[config.mk]
export PLATFORM = sky130hd
export DESIGN_NAME = car_pos_wb_master
export DESIGN_NICKNAME = d
export VERILOG_FILES = /design/src/rtl/car_wb_pkg.sv /design/src/rtl/car_pos_stepper.sv /design/src/rtl/car_pos_wb_master.sv
export SDC_FILE = /design/constraint.sdc
export NUM_CORES = 1
export LEC_CHECK = 0
export CORE_AREA = 2 2 84 86
export DETAILED_ROUTE_END_ITERATION = 12
export DIE_AREA = 0 0 86 88
export GPL_ROUTABILITY_DRIVEN = 0
export HOLD_SLACK_MARGIN = 0.15
export PLACE_DENSITY = 0.76
export SYNTH_ARGS = -nofsm -noshare
export SYNTH_HDL_FRONTEND = slang
export SYNTH_SLANG_ARGS = --single-unit
[constraint.sdc]
create_clock -name wb_clk_i -period 4.73 [get_ports wb_clk_i]
set_input_delay 0.473 -clock wb_clk_i [delete_from_list [all_inputs] [get_ports wb_clk_i]]
set_output_delay 0.473 -clock wb_clk_i [all_outputs]
set_load 0.1 [all_outputs]
[src/rtl/car_wb_pkg.sv]
// car_wb_pkg: shared FSM states, register map and field layout for the car position master
package car_wb_pkg;
    typedef enum logic [1:0] {IDLE, WR, GAP, RD} state_t;
    localparam logic [31:0] ROW_COL_OFS = 32'h0;
    localparam logic [31:0] DATA_OFS = 32'h4;
    localparam int X_LSB = 0;
    localparam int X_MSB = 9;
    localparam int Y_LSB = 10;
    localparam int Y_MSB = 19;
    localparam int DEF_X_MIN = 269;
    localparam int DEF_X_MAX = 368;
    localparam int DEF_X_RESET = 305;
    localparam int DEF_Y_FIXED = 405;
    function automatic logic [31:0] row_col(input logic [9:0] y, input logic [9:0] x);
        return {12'b0, y, x};
    endfunction
endpackage

[src/rtl/car_pos_stepper.sv]
// car_pos_stepper: synchronises the buttons and steps car X once per tick within the lane limits
module car_pos_stepper
    import car_wb_pkg::*;
#(
    parameter int X_MIN = DEF_X_MIN,
    parameter int X_MAX = DEF_X_MAX,
    parameter int X_RESET = DEF_X_RESET,
    parameter int STEP = 4
) (
    input  logic       wb_clk_i,
    input  logic       wb_rst_i,
    input  logic       btn_left_i,
    input  logic       btn_right_i,
    input  logic       tick_i,
    output logic [9:0] x,
    output logic       changed
);
    localparam logic [9:0] LO = 10'(X_MIN);
    localparam logic [9:0] HI = 10'(X_MAX);
    localparam logic [9:0] ST = 10'(STEP);
    localparam logic [9:0] LO_ST = 10'(X_MIN + STEP);
    localparam logic [9:0] HI_ST = 10'(X_MAX - STEP);
    logic [1:0] sync_l, sync_r;
    logic [9:0] x_n;
    // thresholds are pre-offset by STEP so the step never wraps before saturating
    always_comb begin
        x_n = !tick_i ? x
            : sync_l[1] && !sync_r[1] ? (x < LO_ST ? LO : x - ST)
            : sync_r[1] && !sync_l[1] ? (x > HI_ST ? HI : x + ST)
            : x;
        changed = x_n != x;
    end
    always_ff @(posedge wb_clk_i or posedge wb_rst_i) begin
        if (wb_rst_i) begin
            sync_l <= '0;
            sync_r <= '0;
            x <= 10'(X_RESET);
        end else begin
            sync_l <= {sync_l[0], btn_left_i};
            sync_r <= {sync_r[0], btn_right_i};
            x <= x_n;
        end
    end
endmodule

[src/rtl/car_pos_wb_master.sv]
// car_pos_wb_master: writes the car {Y,X} to the VGA ROW_COL register and reads it back to confirm
module car_pos_wb_master
    import car_wb_pkg::*;
#(
    parameter int AW = 32,
    parameter int DW = 32,
    parameter logic [AW-1:0] VGA_BASE = '0,
    parameter int X_MIN = DEF_X_MIN,
    parameter int X_MAX = DEF_X_MAX,
    parameter int X_RESET = DEF_X_RESET,
    parameter int Y_FIXED = DEF_Y_FIXED,
    parameter int STEP = 4,
    parameter int TIMEOUT = 15
) (
    input  logic          wb_clk_i,
    input  logic          wb_rst_i,
    input  logic          btn_left_i,
    input  logic          btn_right_i,
    input  logic          tick_i,
    output logic          m_wb_cyc_o,
    output logic          m_wb_stb_o,
    output logic          m_wb_we_o,
    output logic [AW-1:0] m_wb_adr_o,
    output logic [DW-1:0] m_wb_dat_o,
    output logic [3:0]    m_wb_sel_o,
    input  logic [DW-1:0] m_wb_dat_i,
    input  logic          m_wb_ack_i,
    input  logic          m_wb_err_i,
    output logic [9:0]    car_x_o,
    output logic          busy_o,
    output logic          mismatch_o,
    output logic          timeout_o
);
    localparam int CW = $clog2(TIMEOUT + 1);
    state_t state, state_n;
    logic changed, pending, hold, go, ack, err, abort, active, unused_hi;
    logic [CW-1:0] cnt;
    car_pos_stepper #(
        .X_MIN(X_MIN), .X_MAX(X_MAX), .X_RESET(X_RESET), .STEP(STEP)
    ) u_stepper (
        .wb_clk_i(wb_clk_i), .wb_rst_i(wb_rst_i), .btn_left_i(btn_left_i),
        .btn_right_i(btn_right_i), .tick_i(tick_i), .x(car_x_o), .changed(changed)
    );
    assign unused_hi = ^m_wb_dat_i[DW-1:20];
    assign busy_o = state != IDLE;
    // terminations only count while a cycle is actually on the bus
    always_comb begin
        ack = m_wb_cyc_o & m_wb_ack_i & ~m_wb_err_i;
        err = m_wb_cyc_o & m_wb_err_i;
        abort = err | (m_wb_cyc_o & ~m_wb_ack_i & cnt == CW'(TIMEOUT - 1));
        go = state == IDLE && pending && (!hold || tick_i);
        state_n = state == IDLE ? (go ? WR : IDLE)
                : state == GAP ? RD
                : abort ? IDLE
                : !ack ? state
                : state == WR ? GAP : IDLE;
        active = (state_n == WR || state_n == RD) && state != IDLE;
    end
    always_ff @(posedge wb_clk_i or posedge wb_rst_i) begin
        if (wb_rst_i) begin
            state <= IDLE;
            m_wb_cyc_o <= 1'b0;
            m_wb_stb_o <= 1'b0;
            m_wb_we_o <= 1'b0;
            m_wb_adr_o <= '0;
            m_wb_dat_o <= '0;
            m_wb_sel_o <= '0;
            pending <= 1'b1;
            hold <= 1'b0;
            cnt <= '0;
            mismatch_o <= 1'b0;
            timeout_o <= 1'b0;
        end else begin
            state <= state_n;
            m_wb_cyc_o <= active;
            m_wb_stb_o <= active;
            m_wb_we_o <= active && state_n == WR;
            m_wb_adr_o <= active ? VGA_BASE + AW'(ROW_COL_OFS) : '0;
            m_wb_sel_o <= active ? 4'hF : 4'h0;
            if (go) m_wb_dat_o <= DW'(row_col(10'(Y_FIXED), car_x_o));
            pending <= changed | abort | (pending & ~go);
            // an aborted write waits for the next frame tick before retrying
            hold <= abort | (hold & ~tick_i);
            cnt <= m_wb_cyc_o && !ack && !err ? cnt + 1'b1 : '0;
            mismatch_o <= mismatch_o | (state == RD && ack && m_wb_dat_i[19:0] != m_wb_dat_o[19:0]);
            timeout_o <= timeout_o | abort;
        end
    end
endmodule

# Yosys cells after proc, flatten, opt, wreduce, memory -nomap -nowiden
# Index checks and enable logic that the tools add are counted.
# totals
reg_bits,41
inputBits,39
output_inout_bits,84
word_cells,75
# op_classes
n_addsub,3
n_lt_le_gt_ge,2
n_eq_ne,8
muxes,13
n_bitwise,17
n_reduce_logical,19
# op_table
operator,n
$mux W10,5
$ne A20 B19 Y1,1
$add A10 B3 Y10 const B,1
$gt A10 B9 Y1 const B,1
$logic_and A1 B1 Y1,10
$lt A10 B9 Y1 const B,1
$mux W2,5
$ne A10 B10 Y1,1
$sub A10 B3 Y10 const B,1
$mux W4,2
$and A1 B1 Y1,7
$eq A2 B2 Y1 const B,3
$or A1 B1 Y1,6
$logic_not A1 Y1,5
$add A4 B1 Y4 const B,1
$eq A2 B1 Y1 const B,2
$eq A4 B4 Y1 const B,1
$not A1 Y1,4
$logic_not A2 Y1,1
$logic_or A1 B1 Y1,2
$reduce_bool A2 Y1,1
$mux W1,1

# Longest topological paths before layout
# logic_depth
ltp_word,11
mapped_depth,9
mapped_depth_nobuf,9

# Modules after synthesis
# A second synthesis with hierarchy kept.
# unflattened
cells_unflattened,302
area_unflattened_um2,2763.9
# modules_own_cells
mod,instances,cells_each,area_per_inst_um2,seq_area_each_um2
car_pos_wb_master,1,149,1560.2,576.8
car_pos_stepper,1,153,1203.7,355.3

# Least setup slack after synthesis
# Ideal clock, no wire load.
# synth_path
path_kind,reg-to-reg
start,reg u_stepper.x[3]
end,reg pending
setup_ns,0.094
arrival_time_ns,3.053
required_time_ns,4.636
setup_slack_ns,1.583
stages_incl_launch_ff,9
n_path_buf,0
period_less_slack_ns,3.147
path_cell_list,dfrtp_1 > ha_1 > or4b_1 > a211o_1 > a21oi_4 > a21oi_2 > or4_1 > a31oi_1 > nand4_1
# synth_via
elab_chain_len,8
word_cells_on_any_way,12
cone_classes,add/sub (2); order compare (2); eq/ne (1); mux (5); bitwise (2)
# synth_lines
element,line_no,rtl
from (decl),car_pos_stepper.sv:15,"output logic [9:0] x,"
from (signal assigned),car_pos_stepper.sv:37,x <= 10'(X_RESET);
from (signal assigned),car_pos_stepper.sv:41,x <= x_n;
$add A10 B3 Y10 / $gt A10 B9 Y1 (equally long branches),car_pos_stepper.sv:29,: sync_r[1] && !sync_l[1] ? (x > HI_ST ? HI : x + ST)
$mux W10 (2 in series),car_pos_stepper.sv:29,
$mux W10,car_pos_stepper.sv:28,: sync_l[1] && !sync_r[1] ? (x < LO_ST ? LO : x - ST)
$mux W10,car_pos_stepper.sv:27,x_n = !tick_i ? x
$ne A10 B10 Y1 (*),car_pos_stepper.sv:31,changed = x_n != x;
$or A1 B1 Y1 (*) (2 in series),car_pos_wb_master.sv:81,pending <= changed | abort | (pending & ~go);
to (signal assigned),car_pos_wb_master.sv:81,
to (decl),car_pos_wb_master.sv:36,"logic changed, pending, hold, go, ack, err, abort, active, unused_hi;"
# Mark *: on every way between the ends. The rest lies on a longest branch, timed or not.
# A chain may end at the register's enable or synchronous reset.

# Worst setup path in the final report
# Same ends and word-level chain as after synthesis.

==> run metrics <==
H-tree levels=2; utilization after layout=46.4%; Distinct cells, synth=52; global-route wire length before repair=9.04 mm; port bufs=61; Root Driver=clkbuf_8; unrepaired setup endpoints after global routing=no; DP HPWL=4.19 mm; Setup Buffers After CTS=0; Pre-antenna DRT Iters=4; Num CTS Buffers=5; CP Class=register to register; Fin Clk Skew=0.00305 ns; nets@finish=383; std cell rows=30; Worst Hold Class=register to register; fraction of registers with async set/reset=100%; setup TNS=0 ns; number of global-route vias before repair=1933; gr usage total=14.9%; top-level I/O count=123; CP arrival=3.11 ns; deepest clock path buffer count=2; Post-CTS Hold Fix Bufs=0; vias=2147; final worst-path cycle share=61.3%; Starting Density=38.8%; crit path capture type=register; CP required=4.93 ns; Iter 0 DRT Violations=172; worst path cell trace=inv_1 > ha_1 > or3b_2 > a311oi_2 > a211oi_1 > a21oi_1 > o211ai_1 > o31ai_1 > nand4_1; Max FO, Critical Path=11; register area share after synthesis=36.2%; Area Growth Syn to Fin=19.6%; placed cell area=0.00300 sq mm; chip width=86 um; status=finished, final reports clean; Clock Sinks=37; Final min period=2.90 ns; grt total ovfl=0; final wirelength=5.60 mm; Max Clk Rate=345 MHz; Synth Cell Area=0.00258 sq mm; Die Footprint=0.00757 sq mm; crit path max-delay cell type=a311oi_2; Vias/cell=5.11; initial antenna violation count=0; final hold vios=0; Antenna Cells=0; worst slew pin tran=0.978 ns; Post-Syn Instances=291; drt wl/cell=13.3 um; CTS tree=yes; Max-slew headroom=34.6%; Mean Syn Cell Area=8.86 sq um; largest net degree at the start of global routing=38; area of the core=0.00664 sq mm; DR DRC count=0; number of enable flip-flop cells after synthesis=0; die extent in y=88 um; Top delay family on crit path=compound AO/OA/AOI/OAI gates; Max-Cap Viols=0; final-report max-slew violation count=0; CTS resizes=0; final instance area=0.00308 sq mm; CTS clk-pin slew, worst paths=0.07 ns; Yosys reg bits=37; number of buffers and inverters on the critical path=1; Worst setup SP type=register; final setup violation count=0; Worst-Skew Late Latency=0.29 ns; WHS=0.349 ns; antenna viol nets, final=0; synth warn=0; share of cells above drive strength 1=7.06%; Main synth FF type=dfrtp_1; slowest stage delay, CP=0.63 ns
-- synth_stat cells, types with 2 or more instances --
library cell | count | area share, %
buf_4 | 58 | 17
o21ai_0 | 20 | 3.9
nor2b_1 | 3 | 0.73
mux2_2 | 6 | 2.6
nand3b_1 | 2 | 0.58
a21o_1 | 3 | 0.87
nand3_1 | 6 | 1.2
or3b_2 | 2 | 0.68
clkbuf_1 | 10 | 1.5
o211ai_1 | 6 | 1.7
mux2i_1 | 2 | 0.78
inv_1 | 11 | 1.6
o22ai_1 | 2 | 0.49
a31oi_1 | 5 | 1.2
ha_1 | 5 | 2.4
xor2_1 | 11 | 3.7
nand4_1 | 6 | 1.5
o31a_1 | 2 | 0.68
nand2_1 | 25 | 3.6
a211oi_1 | 3 | 0.87
a21oi_1 | 6 | 1.2
or4_1 | 2 | 0.58
and3_1 | 2 | 0.49
dfrtp_1 | 32 | 31
nor4_1 | 4 | 0.97
nor2_1 | 20 | 2.9
dfstp_2 | 5 | 5.1
nand2b_1 | 7 | 1.7
nor3_1 | 2 | 0.39
-- kinds of logic (layout without fill, tap and decap cells) --
kind of cell	Yosys count	in the layout	synth area share, %
simple gates	85	85	16.6
buf+inv	80	81	20.1
compound gates	63	63	17.1
flops	37	37	36.2
xor+xnor	12	12	4.08
mux	8	8	3.40
fa+ha+maj	5	5	2.43
other cells	1	49	0.145
-- worst reg2reg max path, delay by kind of cell (launching register included) --
kind                     cells  cell delay (ns)
AO/OA/AOI/OAI                5             1.28
adder cells (fa/ha/maj)      1             0.23
buffers and inverters        1             0.25
flip-flops                   1             0.50
AND/OR/NAND/NOR              2             0.57
-- cells in the final DEF, fill, tap and decap left out, types with 2 or more instances in the layout --
cell type / netlist / layout
a211oi_1: 3 / 3
a21o_1: 3 / 3
a21oi_1: 6 / 6
a31oi_1: 5 / 5
and3_1: 2 / 2
clkbuf_8: 0 / 5
clkdlybuf4s50_1: 0 / 61
clkinv_2: 0 / 2
conb_1: 1 / 49
dfrtp_1: 32 / 32
dfstp_2: 5 / 5
ha_1: 5 / 5
inv_1: 11 / 11
mux2_2: 6 / 6
mux2i_1: 2 / 2
nand2_1: 25 / 25
nand2b_1: 7 / 7
nand3_1: 6 / 6
nand3b_1: 2 / 2
nand4_1: 6 / 6
nor2_1: 20 / 20
nor2b_1: 3 / 3
nor3_1: 2 / 2
nor4_1: 4 / 4
o211ai_1: 6 / 6
o21ai_0: 20 / 20
o22ai_1: 2 / 2
o31a_1: 2 / 2
or3b_2: 2 / 2
or4_1: 2 / 2
xor2_1: 11 / 11
-- cell type report --
| class | instances | area [sq um] |
|---|---|---|
| Tap cell | 80 | 100 |
| Clock buffer | 6 | 72.6 |
| Fill cell | 637 | 3560 |
| Multi-Input combinational cell | 222 | 1310 |
| Inverter | 11 | 41.3 |
| Clock inverter | 2 | 10.0 |
| Sequential cell | 37 | 932 |
| Timing Repair Buffer | 62 | 618 |
-- routing by layer --
metal  share of wire, %  track usage [%]
met1                 43             18.6
met2                 45             25.2
met3                 11             4.24
met4                1.1             3.90
met5                  0                0
-- through the flow --
stage | setup WS [ns] | std cells
finish | 1.83 | 420
detailed placement | 1.64 | 412
floorplan | 1.58 | 339
CTS | 1.87 | 420
global route | 1.54 | 420
global placement | 1.67 | 412
-- flip-flops by register name (all words and copies together) (netlist names) --
name	count
mismatch_o	1
m_wb_dat_o	11
u_stepper.sync_l	2
hold	1
state	2
pending	1
timeout_o	1
u_stepper.x	10
m_wb_we_o	1
m_wb_sel_o	1
cnt	4
u_stepper.sync_r	2
-- final timing paths --
path	cells past startpoint	endpoint	slack [ns]	from
setup / recovery	9	pending$_DFF_PP1_	1.83	u_stepper.x[3]$_DFF_PP0_
hold / removal	0	u_stepper.sync_r[1]$_DFF_PP0_	0.35	u_stepper.sync_r[0]$_DFF_PP0_
setup reg to reg	9	pending$_DFF_PP1_	1.83	u_stepper.x[3]$_DFF_PP0_
hold reg to reg	0	u_stepper.sync_r[1]$_DFF_PP0_	0.35	u_stepper.sync_r[0]$_DFF_PP0_
max in group asynchronous	3	pending$_DFF_PP1_	3.80	wb_rst_i
min in group asynchronous	3	u_stepper.sync_l[0]$_DFF_PP0_	0.58	wb_rst_i
Power is not shown: default switching activity piles up to over one toggle a cycle in this logic, so the estimate is an artifact.
